--- src/rtl/mem_arbiter.sv ---
// mem_arbiter: grants one bus master at a time to a single memory port. Outputs are registered.
// Selection is fixed-priority or round-robin. A BUSY timeout aborts transactions that memory never answers.
module mem_arbiter #(
  parameter int CHANNELS    = 3,
  parameter int ADDR_W      = 16,
  parameter int DATA_W      = 16,
  parameter int ROUND_ROBIN = 1,
  parameter int TIMEOUT     = 1024
) (
  input  logic                         clk,
  input  logic                         rst_n,
  input  logic [CHANNELS-1:0]          ch_request,
  input  logic [CHANNELS-1:0]          ch_mode,
  input  logic [CHANNELS*ADDR_W-1:0]   ch_locator,
  input  logic [CHANNELS*DATA_W-1:0]   ch_write,
  output logic [CHANNELS-1:0]          ch_response,
  output logic                         ch_error,
  output logic [DATA_W-1:0]            ch_read,
  output logic [CHANNELS-1:0]          grant,
  output logic                         mem_request,
  output logic                         mem_mode,
  output logic [ADDR_W-1:0]            mem_locator,
  output logic [DATA_W-1:0]            mem_write,
  input  logic [DATA_W-1:0]            mem_read,
  input  logic                         mem_response
);

  localparam int IDX_W = $clog2(CHANNELS);
  localparam int CNT_W = (TIMEOUT > 1) ? $clog2(TIMEOUT + 1) : 1;
  localparam logic [CNT_W-1:0] CNT_LAST = (TIMEOUT > 0) ? CNT_W'(TIMEOUT - 1) : '0;

  typedef enum logic [1:0] {IDLE, BUSY, RELEASE} state_t;

  state_t              state_reg, state_next;
  logic [CHANNELS-1:0] grant_reg, grant_next;
  logic [CHANNELS-1:0] response_reg, response_next;
  logic                error_reg, error_next;
  logic [DATA_W-1:0]   read_reg, read_next;
  logic                mem_request_reg, mem_request_next;
  logic                mem_mode_reg, mem_mode_next;
  logic [ADDR_W-1:0]   mem_locator_reg, mem_locator_next;
  logic [DATA_W-1:0]   mem_write_reg, mem_write_next;
  logic [CNT_W-1:0]    count_reg, count_next;
  logic [IDX_W-1:0]    last_grant_reg, last_grant_next;
  logic [IDX_W-1:0]    winner;
  logic                timeout_hit;

  logic [ADDR_W-1:0] locator_slice [CHANNELS];
  logic [DATA_W-1:0] write_slice   [CHANNELS];

  generate
    for (genvar gi = 0; gi < CHANNELS; gi++) begin : g_unpack
      assign locator_slice[gi] = ch_locator[gi*ADDR_W +: ADDR_W];
      assign write_slice[gi]   = ch_write[gi*DATA_W +: DATA_W];
    end
  endgenerate

  // Scan from farthest to nearest, so the closest requesting channel is the one kept.
  generate
    if (ROUND_ROBIN != 0) begin : g_rr
      always_comb begin
        int idx;
        idx    = 0;
        winner = '0;
        for (int off = CHANNELS; off >= 1; off--) begin
          idx = (int'(last_grant_reg) + off) % CHANNELS;
          if (ch_request[IDX_W'(idx)]) winner = IDX_W'(idx);
        end
      end
    end else begin : g_fixed
      always_comb begin
        winner = '0;
        for (int i = CHANNELS - 1; i >= 0; i--) begin
          if (ch_request[IDX_W'(i)]) winner = IDX_W'(i);
        end
      end
    end
  endgenerate

  assign timeout_hit = (TIMEOUT > 0) && (count_reg == CNT_LAST);

  always_comb begin
    state_next       = state_reg;
    grant_next       = grant_reg;
    response_next    = response_reg;
    error_next       = error_reg;
    read_next        = read_reg;
    mem_request_next = mem_request_reg;
    mem_mode_next    = mem_mode_reg;
    mem_locator_next = mem_locator_reg;
    mem_write_next   = mem_write_reg;
    count_next       = count_reg;
    last_grant_next  = last_grant_reg;
    case (state_reg)
      IDLE: begin
        if (|ch_request) begin
          grant_next       = CHANNELS'(1) << winner;
          last_grant_next  = winner;
          mem_request_next = 1'b1;
          mem_mode_next    = ch_mode[winner];
          mem_locator_next = locator_slice[winner];
          mem_write_next   = write_slice[winner];
          count_next       = '0;
          state_next       = BUSY;
        end
      end
      BUSY: begin
        // A response on the final timeout cycle still counts as a normal completion.
        if (mem_response) begin
          read_next        = mem_read;
          response_next    = grant_reg;
          error_next       = 1'b0;
          mem_request_next = 1'b0;
          state_next       = RELEASE;
        end else if (timeout_hit) begin
          read_next        = '0;
          response_next    = grant_reg;
          error_next       = 1'b1;
          mem_request_next = 1'b0;
          state_next       = RELEASE;
        end else if (TIMEOUT > 0) begin
          count_next = count_reg + CNT_W'(1);
        end
      end
      RELEASE: begin
        response_next = '0;
        error_next    = 1'b0;
        grant_next    = '0;
        state_next    = IDLE;
      end
      default: state_next = IDLE;
    endcase
  end

  always_ff @(posedge clk or negedge rst_n) begin
    if (!rst_n) begin
      state_reg       <= IDLE;
      grant_reg       <= '0;
      response_reg    <= '0;
      error_reg       <= 1'b0;
      read_reg        <= '0;
      mem_request_reg <= 1'b0;
      mem_mode_reg    <= 1'b0;
      mem_locator_reg <= '0;
      mem_write_reg   <= '0;
      count_reg       <= '0;
      last_grant_reg  <= IDX_W'(CHANNELS - 1);
    end else begin
      state_reg       <= state_next;
      grant_reg       <= grant_next;
      response_reg    <= response_next;
      error_reg       <= error_next;
      read_reg        <= read_next;
      mem_request_reg <= mem_request_next;
      mem_mode_reg    <= mem_mode_next;
      mem_locator_reg <= mem_locator_next;
      mem_write_reg   <= mem_write_next;
      count_reg       <= count_next;
      last_grant_reg  <= last_grant_next;
    end
  end

  assign grant       = grant_reg;
  assign ch_response = response_reg;
  assign ch_error    = error_reg;
  assign ch_read     = read_reg;
  assign mem_request = mem_request_reg;
  assign mem_mode    = mem_mode_reg;
  assign mem_locator = mem_locator_reg;
  assign mem_write   = mem_write_reg;

endmodule

--- config.mk ---
export PLATFORM = sky130hd
export DESIGN_NAME = mem_arbiter
export DESIGN_NICKNAME = d
export VERILOG_FILES = /design/src/rtl/mem_arbiter.sv
export SDC_FILE = /design/constraint.sdc
export NUM_CORES = 1
export LEC_CHECK = 0
export BUFFER_PORTS_ARGS = -buffer_cell sky130_fd_sc_hd__buf_4
export CAP_MARGIN = 10
export CORE_UTILIZATION = 52
export DETAILED_ROUTE_END_ITERATION = 10
export PLACE_DENSITY = 0.95
export SLEW_MARGIN = 15
export SYNTH_ARGS = -nofsm -noshare
export SYNTH_HDL_FRONTEND = slang
export SYNTH_SLANG_ARGS = --single-unit
--- constraint.sdc ---
create_clock -name clk -period 6.2 [get_ports clk]
set_input_delay 1.55 -clock clk [delete_from_list [all_inputs] [get_ports clk]]
set_output_delay 1.55 -clock clk [all_outputs]
set_load 0.1 [all_outputs]
* After elaboration in Yosys (flattened, before gate mapping)
Cells that the tools add are included.
** Word-level totals
- Flip-flop bits (word level) :: 72
- Input bits :: 121
- Output and inout bits :: 57
- Word-level logic and storage cells :: 87
** Operators by class
- Add/subtract/negate cells :: 4
- Divide/modulo/power cells :: 3
- Magnitude comparators :: 5
- Eq/ne operators :: 7
- Shift operators :: 1
- Muxes and demuxes :: 42
- Bitwise logic cells :: 1
- Reductions and logical operators :: 13
** Operators with widths (number)
- $mod A32 B3 Y32 const B :: 3
- $mux W16 :: 6
- $bmux W16 S2 :: 2
- $mux W11 :: 3
- $pmux W11 S2 :: 1
- $lt A2 B4 Y1 const B :: 3
- $mux W1 :: 12
- $mux W2 :: 6
- $pmux W3 S2 :: 2
- $add A11 B1 Y11 const B :: 1
- $eq A11 B10 Y1 const B :: 1
- $reduce_and A2 Y1 :: 5
- $mux W3 :: 3
- $bmux W1 S2 :: 4
- $reduce_bool A2 Y1 :: 4
- $add A2 B2 Y3 const B :: 2
- $ne A2 B2 Y1 const B :: 3
- $pmux W1 S2 :: 2
- $pmux W2 S2 :: 1
- $reduce_and A4 Y1 :: 1
- $add A2 B1 Y3 const B :: 1
- $ge A3 B3 Y1 const B :: 1
- $lt A2 B3 Y1 const B :: 1
- $ne A3 B3 Y1 const B :: 1
- other kinds (7) :: 7

* Logic depth before layout (Yosys ltp)
- Depth in word-level cells :: 12
- Mapped depth :: 10
- Mapped depth without buffers :: 7

* Least setup slack after synthesis
OpenSTA, ideal clock, no wires.
- Kind :: input-to-reg
- Start :: in ch_request[1]
- End :: reg mem_locator_reg[15], in the netlist mem_locator[15]
- Setup time :: 87 ps
- Arrival :: 2842 ps
- Required time :: 6113 ps
- Setup slack :: 3271 ps
- Stages :: 7
- Path buffers :: 2
- Cells stage by stage :: mux2i_1 nor2_1 o311a_4 buf_6 buf_6 or4_1 o211ai_1
** Between the ends
- Cells in the longest elaborated chain, start to end :: 10
- Elaborated cells on any way between the ends :: 18
- Classes of those cells :: 15 x mux; 1 x bitwise; 2 x reduce/logical
** Ends and longest elaborated chain
- start: declaration :: RTL line 12 : input logic [CHANNELS-1:0] ch_request,
- $bmux W1 S2 :: RTL line 67 : if (ch_request[IDX_W'(idx)]) winner = IDX_W'(idx);
- $mux W1 (implied by the code) (2 in a row) :: RTL line 67
- $mux W2 (3 in a row) :: RTL line 67
- $not A2 Y3 (implied by the code) :: RTL line 101 : mem_locator_next = locator_slice[winner];
- $bmux W16 S2 :: RTL line 101
- $mux W16 (implied by the code) (2 in a row) :: RTL line 101
- end signal: assignment :: RTL line 156 : mem_locator_reg <= mem_locator_next;
- end: declaration :: RTL line 41 : logic [ADDR_W-1:0] mem_locator_reg, mem_locator_next;
Several ways; a longest one is shown, not always the timed one. The select of a mux whose other input is x is not followed.
A chain may end at the register's enable or synchronous reset.

* Worst setup path in the final report
- Start :: in ch_request[2]
- End :: reg mem_write_reg[5], in the netlist mem_write[5]
** Between the ends
- Cells in the longest elaborated chain, start to end :: 10
- Elaborated cells on any way between the ends :: 18
- Classes of those cells :: 15 x mux; 1 x bitwise; 2 x reduce/logical
** Ends and longest elaborated chain
- $bmux W1 S2 :: RTL line 67
- $mux W1 (implied by the code) (2 in a row) :: RTL line 67
- $mux W2 (3 in a row) :: RTL line 67
- $not A2 Y3 (implied by the code) :: RTL line 102 : mem_write_next = write_slice[winner];
- $bmux W16 S2 :: RTL line 102
- $mux W16 (implied by the code) (2 in a row) :: RTL line 102
- end signal: assignment :: RTL line 157 : mem_write_reg <= mem_write_next;
- end: declaration :: RTL line 42 : logic [DATA_W-1:0] mem_write_reg, mem_write_next;
Several ways; a longest one is shown, not always the timed one. The select of a mux whose other input is x is not followed.

==> results.json <==
{
  "start_util_pct": 54.9,
  "synthAdderAreaFrac_pct": 1.55,
  "fmax_mhz": 300,
  "dp_cells": 680,
  "h-tree-depth": 3,
  "drc": 0,
  "whs_path_depth": 2,
  "yosysTopAreaCell": "dfrtp_1",
  "synth_compound_gate_area_share_pct": 26.1,
  "cts_setup_buffers": 0,
  "startpoint": "ch_request[2]",
  "area_delta_synth_final_pct": 39.1,
  "maxSlewViolCount": 0,
  "synth_top_area_share_pct": 43.9,
  "num_rows": 31,
  "synthFlopType": "dfrtp_1",
  "grt_usage_pct": 29.1,
  "place_congestion": 0.874,
  "r2r_setup_slack_ns": 3.22,
  "synth_area_um2": 4050,
  "grt_pass1_wl_mm": 19.1,
  "final_common_cell": "buf_4",
  "vias_per_cell": 5.86,
  "path_max_fanout": 43,
  "critical_path_arrival_ns": 3.59,
  "ys_seq_area_share_pct": 44.5,
  "fin_crit_sh_pct": 53.7,
  "finalCriticalPeriod_ns": 3.33,
  "syn_inst": 440,
  "hold_buffers": 0,
  "vias": 4086,
  "grt_max_degree": 73,
  "nets": 719,
  "clk_pin_slew_worst_paths_ns": 0.08,
  "clk_latency_ns": 0.34,
  "fin_ws_ns": 2.87,
  "post-route-util_pct": 76.4,
  "drive_above_1_share_pct": 34.8,
  "tns_ns": 0,
  "synth.ff_latch_count": 72,
  "synth.net_count": 566,
  "grt_overflow": 0,
  "drt-pass1-iter-count": 4,
  "n_antenna_cell": 0,
  "post_cts_resized": 0,
  "relSlewSlack_pct": 40.1,
  "synthMuxAreaShare_pct": 0.773,
  "min_path_type": "flip-flop to flip-flop",
  "layoutNonFillerInstCount": 697,
  "setup_viol": 0,
  "dieWidth_um": 90.2,
  "drv_cap": 0,
  "synthTopCellsByArea": "dfrtp_1 44%, a2bb2oi_1 7.1%, o211ai_1 6.1%",
  "layout_common_cells": "182 x buf_4, 71 x dfrtp_1, 54 x nand2_1, 41 x inv_1",
  "port_buffers": 177,
  "ys_async_sr_fraction_pct": 100,
  "clock_path_buffers": 2,
  "ios": 178,
  "dp_slack_ns": 2.53,
  "start_kind": "primary input",
  "cts_sinks": 72,
  "yosys.area_share.simple_pct": 17.3,
  "path_class": "primary input to flip-flop",
  "drtIter0Drc": 124,
  "synth_xor_area_share_pct": 1.30,
  "core_area_um2": 7370,
  "hold_viol": 0,
  "critical_path.endpoint_type": "flip-flop",
  "r2r-end": "mem_write[5]$_DFFE_PN0P_",
  "cts_tree": "done",
  "die_y_um": 90.2,
  "yosysWarningCount": 0,
  "clock_skew_ns": 0.00790,
  "synth-edff-count": 0,
  "cts_inserted_buffers": 9,
  "drtAntennaViolNets": 0,
  "cp-endpoint": "mem_write[5]$_DFFE_PN0P_",
  "reg2reg_from": "last_grant_reg[0]$_DFFE_PN0P_",
  "dieArea_um2": 8140,
  "antenna_found_initial": 0,
  "yosysUniqueCellTypes": 49,
  "synth_top_family_by_area": "compound AO/OA/AOI/OAI gates",
  "grt_pass1_vias": 4017,
  "cts_root_buf": "clkbuf_8",
  "status": "finished clean",
  "reg2regPathDepth": 8,
  "required_ns": 6.46,
  "tightestPinTransition_ns": 0.899,
  "synth_area_per_cell_um2": 9.20,
  "wl_per_cell_um": 16.5,
  "drt-total-wl_mm": 11.5,
  "post-dp-hpwl_mm": 8.19,
  "rsz0062_at_grt": "no"
}
==> area by class of cell <==
| cell class | instances | area [µm²] |
|---|---|---|
| inverter | 41 | 154 |
| fill | 525 | 1740 |
| clock buffer | 10 | 138 |
| multi-input combinational | 286 | 1930 |
| timing repair buffer | 183 | 1390 |
| tap | 99 | 124 |
| sequential | 72 | 1800 |
| clock inverter | 6 | 91.3 |
==> worst min-delay path by stage <==
stage	slack [ns]	endpoint	from
floorplan	0.48	last_grant_reg[1]$_DFFE_PN1P_	last_grant_reg[1]$_DFFE_PN1P_
detailed placement	0.47	mem_request$_DFFE_PN0P_	mem_request$_DFFE_PN0P_
global placement	0.47	mem_request$_DFFE_PN0P_	mem_request$_DFFE_PN0P_
CTS	0.49	mem_request$_DFFE_PN0P_	mem_request$_DFFE_PN0P_
global route	0.52	mem_request$_DFFE_PN0P_	mem_request$_DFFE_PN0P_
finish	0.48	mem_request$_DFFE_PN0P_	mem_request$_DFFE_PN0P_
==> per-stage QoR <==
| step | hold slack [ns] | area [µm²] |
|---|---|---|
| after floorplan | 0.479 | 4050 |
| after global placement | 0.474 | 5380 |
| after detailed placement | 0.469 | 5380 |
| after CTS | 0.488 | 5600 |
| after global routing | 0.518 | 5630 |
| final | 0.483 | 5630 |
==> worst max-delay path, stage by stage <==
cell      delay [ns]
buf_4           0.12
nor3_1          0.08
nor3_4          0.10
buf_4           0.43
o21ai_4         0.30
buf_4           0.33
or4_1           0.55
o211ai_1        0.11
==> synthesized netlist by cell type (3+ instances only) <==
library cell  count
and4_1            3
buf_6             3
or4_1            33
dfrtp_1          71
o211ai_1         33
buf_2             9
buf_1             4
a2bb2oi_1        33
nor2_1           11
clkbuf_1         25
inv_1            41
o21ai_0          31
nand2_1          54
ha_1              5
o21ai_1          11
nor3_1            4
a22o_1           17
xnor2_1           4
nand3_1           5
nor3b_1           3
==> layer usage <==
metal	share of wire, %	up-vias	GRT usage [%]
met1	40	1940	36.5
met4	3.5	0	14.2
met3	6.8	35	6.09
met5	0	-	0
li1	-	1909	-
met2	50	202	47.8
==> cell families after synthesis <==
family / after synthesis
buf+inv: 82
simple gates: 130
flops: 72
xor+xnor: 6
mux: 3
compound gates: 142
fa+ha+maj: 5
Power is not shown: default switching activity piles up to over one toggle a cycle in this logic, so the estimate is an artifact.
